[src/rtl/fifo_wr_arbiter.sv]
// fifo_wr_arbiter: round-robin, burst-locking arbiter feeding the write port of an async FIFO
module fifo_wr_arbiter #(
  parameter int NumReq   = 4,
  parameter int Width    = 8,
  parameter int MaxBurst = 4
) (
  input  logic                    clk_wr,
  input  logic                    rst_n,
  input  logic [NumReq-1:0]       i_req_valid,
  input  logic [NumReq*Width-1:0] i_req_data,
  output logic [NumReq-1:0]       o_req_ready,
  output logic [NumReq-1:0]       o_grant,
  output logic                    o_wr_en,
  output logic [Width-1:0]        o_wr_data,
  input  logic                    i_full
);
  localparam int LW = $clog2(NumReq);
  typedef enum logic {IDLE, BURST} state_t;
  state_t           state;
  logic [LW-1:0]    last, win, sel;
  logic [LW:0]      sum;
  logic [7:0]       count;
  logic             found, hold_valid, can_accept, xfer;
  logic [Width-1:0] hold_data;
  // first valid requester after last, wrapping modulo NumReq
  always_comb begin
    win = last;
    found = 1'b0;
    sum = '0;
    for (int i = 1; i <= NumReq; i++) begin
      sum = {1'b0, last} + (LW+1)'(i);
      sum = sum >= (LW+1)'(NumReq) ? sum - (LW+1)'(NumReq) : sum;
      if (!found && i_req_valid[LW'(sum)]) begin
        found = 1'b1;
        win = LW'(sum);
      end
    end
  end
  // in a burst the owner is always last, so last doubles as the owner register
  assign sel         = state == BURST ? last : win;
  assign o_grant     = (rst_n && (state == BURST || found)) ? {{(NumReq-1){1'b0}}, 1'b1} << sel : '0;
  assign can_accept  = ~hold_valid | ~i_full;
  assign o_req_ready = o_grant & {NumReq{can_accept}};
  assign xfer        = |(o_req_ready & i_req_valid);
  assign o_wr_en     = hold_valid & ~i_full;
  assign o_wr_data   = hold_data;
  always_ff @(posedge clk_wr or negedge rst_n) begin
    if (!rst_n) begin
      state      <= IDLE;
      last       <= LW'(NumReq - 1);
      count      <= '0;
      hold_valid <= 1'b0;
      hold_data  <= '0;
    end else begin
      if (xfer) begin
        hold_data  <= i_req_data[sel*Width +: Width];
        hold_valid <= 1'b1;
      end else if (o_wr_en) hold_valid <= 1'b0;
      if (state == IDLE) begin
        if (xfer) begin
          last <= win;
          if (MaxBurst > 1) begin
            state <= BURST;
            count <= 8'd1;
          end
        end
      end else if (xfer) begin
        count <= count + 8'd1;
        state <= count + 8'd1 == 8'(MaxBurst) ? IDLE : BURST;
      end else if (!i_req_valid[last]) state <= IDLE;
    end
  end
endmodule

[config.mk]
export PLATFORM = sky130hd
export DESIGN_NAME = fifo_wr_arbiter
export DESIGN_NICKNAME = d
export VERILOG_FILES = /design/src/rtl/fifo_wr_arbiter.sv
export SDC_FILE = /design/constraint.sdc
export NUM_CORES = 1
export LEC_CHECK = 0
export CORE_UTILIZATION = 41
export DETAILED_ROUTE_END_ITERATION = 6
export GPL_TIMING_DRIVEN = 0
export PLACE_DENSITY = 0.76
export SETUP_SLACK_MARGIN = 0.1
export SYNTH_ARGS = -nofsm -noshare
export SYNTH_HDL_FRONTEND = slang
export SYNTH_SLANG_ARGS = --single-unit
[constraint.sdc]
create_clock -name clk_wr -period 2.7 [get_ports clk_wr]
set_input_delay 0.27 -clock clk_wr [delete_from_list [all_inputs] [get_ports clk_wr]]
set_output_delay 0.27 -clock clk_wr [all_outputs]
set_load 0.02 [all_outputs]
==> results.yml <==
die:
  die-area_um2: 4214
  rows: 22
  initial_core_util: 0.4367
  die_w_um: 64.92
  io_pins: 56
  coreArea_um2: 3716
  die_h_um: 64.92
global_route:
  met2_usage: 0.3320
  overflow: 0
  grtUsageMet3: 0.02465
  grtUsageMet1: 0.3131
  antenna_found_initial: 0
  top_usage_layer: "met2"
  grt_max_degree: 24
  grt_pass1_vias: 1518
  grt_pass1_wl_um: 7231
  track_usage: 0.2208
power:
  peakVddDrop_uv: 877.2
  power_mw: 3.288
  leakagePower_nw: 1.070
  power_density_nw_per_um2: 1269
place:
  place_congestion: 0.7932
  dp_hpwl_um: 2991
  port_buffers: 52
setup_path:
  critPathMaxStageDelay_ns: 0.54
  r2r-end: "o_wr_data[3]$_DFFE_PN0P_"
  slowest_stage: "dfstp_2"
  path_cells: "buf_6 -> or4b_4 -> a2bb2oi_4 -> a21oi_4 -> mux2i_4 -> buf_6 -> buf_8 -> mux4_2 -> mux2_4"
  path_buf_inv: 3
  arrival_ns: 3.05
  crit_required_ns: 2.85
  startpoint_type: "flop"
  endpoint: "o_wr_data[3]$_DFFE_PN0P_"
  cp_common_cell: "buf_6"
  cp_num_cells: 9
  worstSetupEndpointType: "flop"
  worst-r2r-cell-count: 9
  crit_type: "reg -> reg"
  r2r_slack_ns: -0.20
  crit_family: "multiplexers"
  crit_fanout: 5
synthesis:
  syn-instance-count: 162
  synth_nets: 203
  synth-seq-area-share: 0.3099
  synth-seq-cells: 20
  synth_edf_count: 0
  synth-async-reset-ratio: 1.000
  synth_top_flop_cell: "dfrtp_1"
  yosysWarnings: 0
  ys_types: 48
  synthTopCellsByArea: "dfrtp_1 28%, mux4_2 6.9%, mux4_1 6.5%"
  yosysTopAreaCellShare: 0.2776
  synth_area_per_cell_um2: 10.02
  netlist_area_um2: 1623
  synthDominantAreaCellType: "dfrtp_1"
timing:
  setup_tns_ns: -2.268
  skew_ns: 0.001229
  max_slew_margin: 0.3361
  hold_violations: 0
  fin_crit_ns: 2.896
  setup_violations: 28
  hold_slack_ns: 0.2812
  fin_ws_ns: -0.1965
  worstMarginPinSlew_ns: 0.9958
  timing.final.max_slew_violations: 0
  finalCritPeriodShare: 1.073
  fmax_ghz: 0.3452
  rsz0062_at_grt: "yes"
run:
  cap_violations: 0
min_path:
  hold_class: "in -> async"
route:
  drt_pass1_iterations: 4
  postRouteAntennaNets: 0
  wl_per_cell_um: 15.98
  drc: 0
  vias: 1612
  drt_iter0_markers: 78
  drt_wl_total_um: 4555
  viasPerCell: 5.656
finish:
  mostFrequentLayoutCell: "clkdlybuf4s50_1"
  area_delta_synth_final_pct: 59.60
  fin_nets: 279
  drive_gt1_frac: 0.3840
  layout_common_cells: "43 x clkdlybuf4s50_1, 19 x buf_4, 18 x dfrtp_1"
  n_antenna_cell: 0
  final_util: 0.6970
cts:
  cts.clk_slew.worst_paths_ns: 0.08
  cts-buffers-inserted: 3
  tritoncts: "yes"
  htreeDepth: 1
  root_buffer: "clkbuf_8"
  cts.sinks: 20
  cts.path.max_buffers: 2
  clk_latency_ns: 0.26
status:
  status: "complete, but fails checks"
  violations: "negative setup slack"
## repair_timing
item | CTS | global route
gates cloned | 1 | 0
buffers inserted | 14 | 4
resized for setup | 74 | 17
pin swaps | 4 | 8
endpoints found under the setup margin | 28 | 28
hold buffers | 0 | 0
## worst min-delay path by stage
stage / from / depth (start not counted) / slack, ns / end
4_1_cts: rst_n / 1 / 0.31 / count[2]$_DFFE_PN0P_
2_1_floorplan: rst_n / 0 / -0.03 / count[0]$_DFFE_PN0P_
6_report: rst_n / 1 / 0.28 / count[1]$_DFFE_PN0P_
3_3_place_gp: o_wr_data[1]$_DFFE_PN0P_ / 1 / 0.49 / o_wr_data[1]$_DFFE_PN0P_
5_1_grt: rst_n / 1 / 0.38 / o_wr_data[7]$_DFFE_PN0P_
3_5_place_dp: o_wr_data[7]$_DFFE_PN0P_ / 1 / 0.49 / o_wr_data[7]$_DFFE_PN0P_
## routing by layer
metal / wire length, um / share of wire
met1: 1998 / 0.44
met2: 2191 / 0.48
met4: 150 / 0.033
met3: 214 / 0.047
met5: 0 / 0
## worst register-to-register path, cell delays in order (launching register included)
cell and delay, ns:
dfstp_2 0.54, buf_6 0.11, or4b_4 0.47, a2bb2oi_4 0.17
a21oi_4 0.17, mux2i_4 0.28, buf_6 0.14, buf_8 0.12
mux4_2 0.52, mux2_4 0.28
## cells by family after synthesis
logic type / Yosys count / share of synthesized area
buffers and inverters: 18 / 0.08480
and+or+nand+nor: 60 / 0.1866
DFF: 20 / 0.3099
muxes: 22 / 0.2328
AOI/OAI and AO/OA: 40 / 0.1704
adders and majority gates: 2 / 0.01542
## cell usage after synthesis (2+ instances only)
cell and number:
nor3_1 5, nor2_1 16, buf_4 2, or4_1 2
mux4_1 4, buf_6 4, dfstp_2 2, nor4b_1 2
clkbuf_1 3, a22o_1 2, nand3b_1 2, o221ai_1 2
mux2_2 5, a21oi_1 6, o21ai_0 10, mux2_4 4
nand2b_1 3, inv_1 5, or2_2 2, a211oi_1 4
and2_1 2, nand3_1 5, o31ai_1 3, mux2i_1 3
dfrtp_1 18, a21o_1 2, a31oi_1 2, ha_1 2
mux4_2 5, nand2_1 16, clkbuf_8 2
## through the flow
stage                     cells  worst slack (ns)  cell area [um2]
after floorplan             162           -0.1112             1653
after global placement      262           -0.6303             2233
after detailed placement    262           -0.6591             2233
after CTS                   281           -0.2306             2517
after global routing        285           -0.3083             2590
final                       285           -0.1965             2590
## cell type report
| class | instances | area [um2] |
|---|---|---|
| Timing Repair Buffer | 71 | 666.9 |
| Clock inverter | 1 | 30.03 |
| Inverter | 5 | 18.77 |
| Tap cell | 48 | 60.06 |
| Multi-Input combinational cell | 124 | 1146 |
| Clock buffer | 3 | 41.29 |
| Buffer | 13 | 123.9 |
| Fill cell | 274 | 1126 |
| Sequential cell | 20 | 503.0 |
## where the power goes
| part | internal [mW] | total [mW] | switching (mW) |
|---|---|---|---|
| Sequential | 0.453 | 0.576 | 0.123 |
| Clock | 0.198 | 0.307 | 0.109 |
| Combinational | 1.29 | 2.41 | 1.12 |
| Total | 1.94 | 3.29 | 1.35 |
## sequential cells by signal, indices dropped and copies added, names as in the netlist, named ones only
register / cells
hold_valid: 1
last: 1
count: 8
state: 1
o_wr_data: 8
Note: power is estimated with default switching activity, not from simulation.
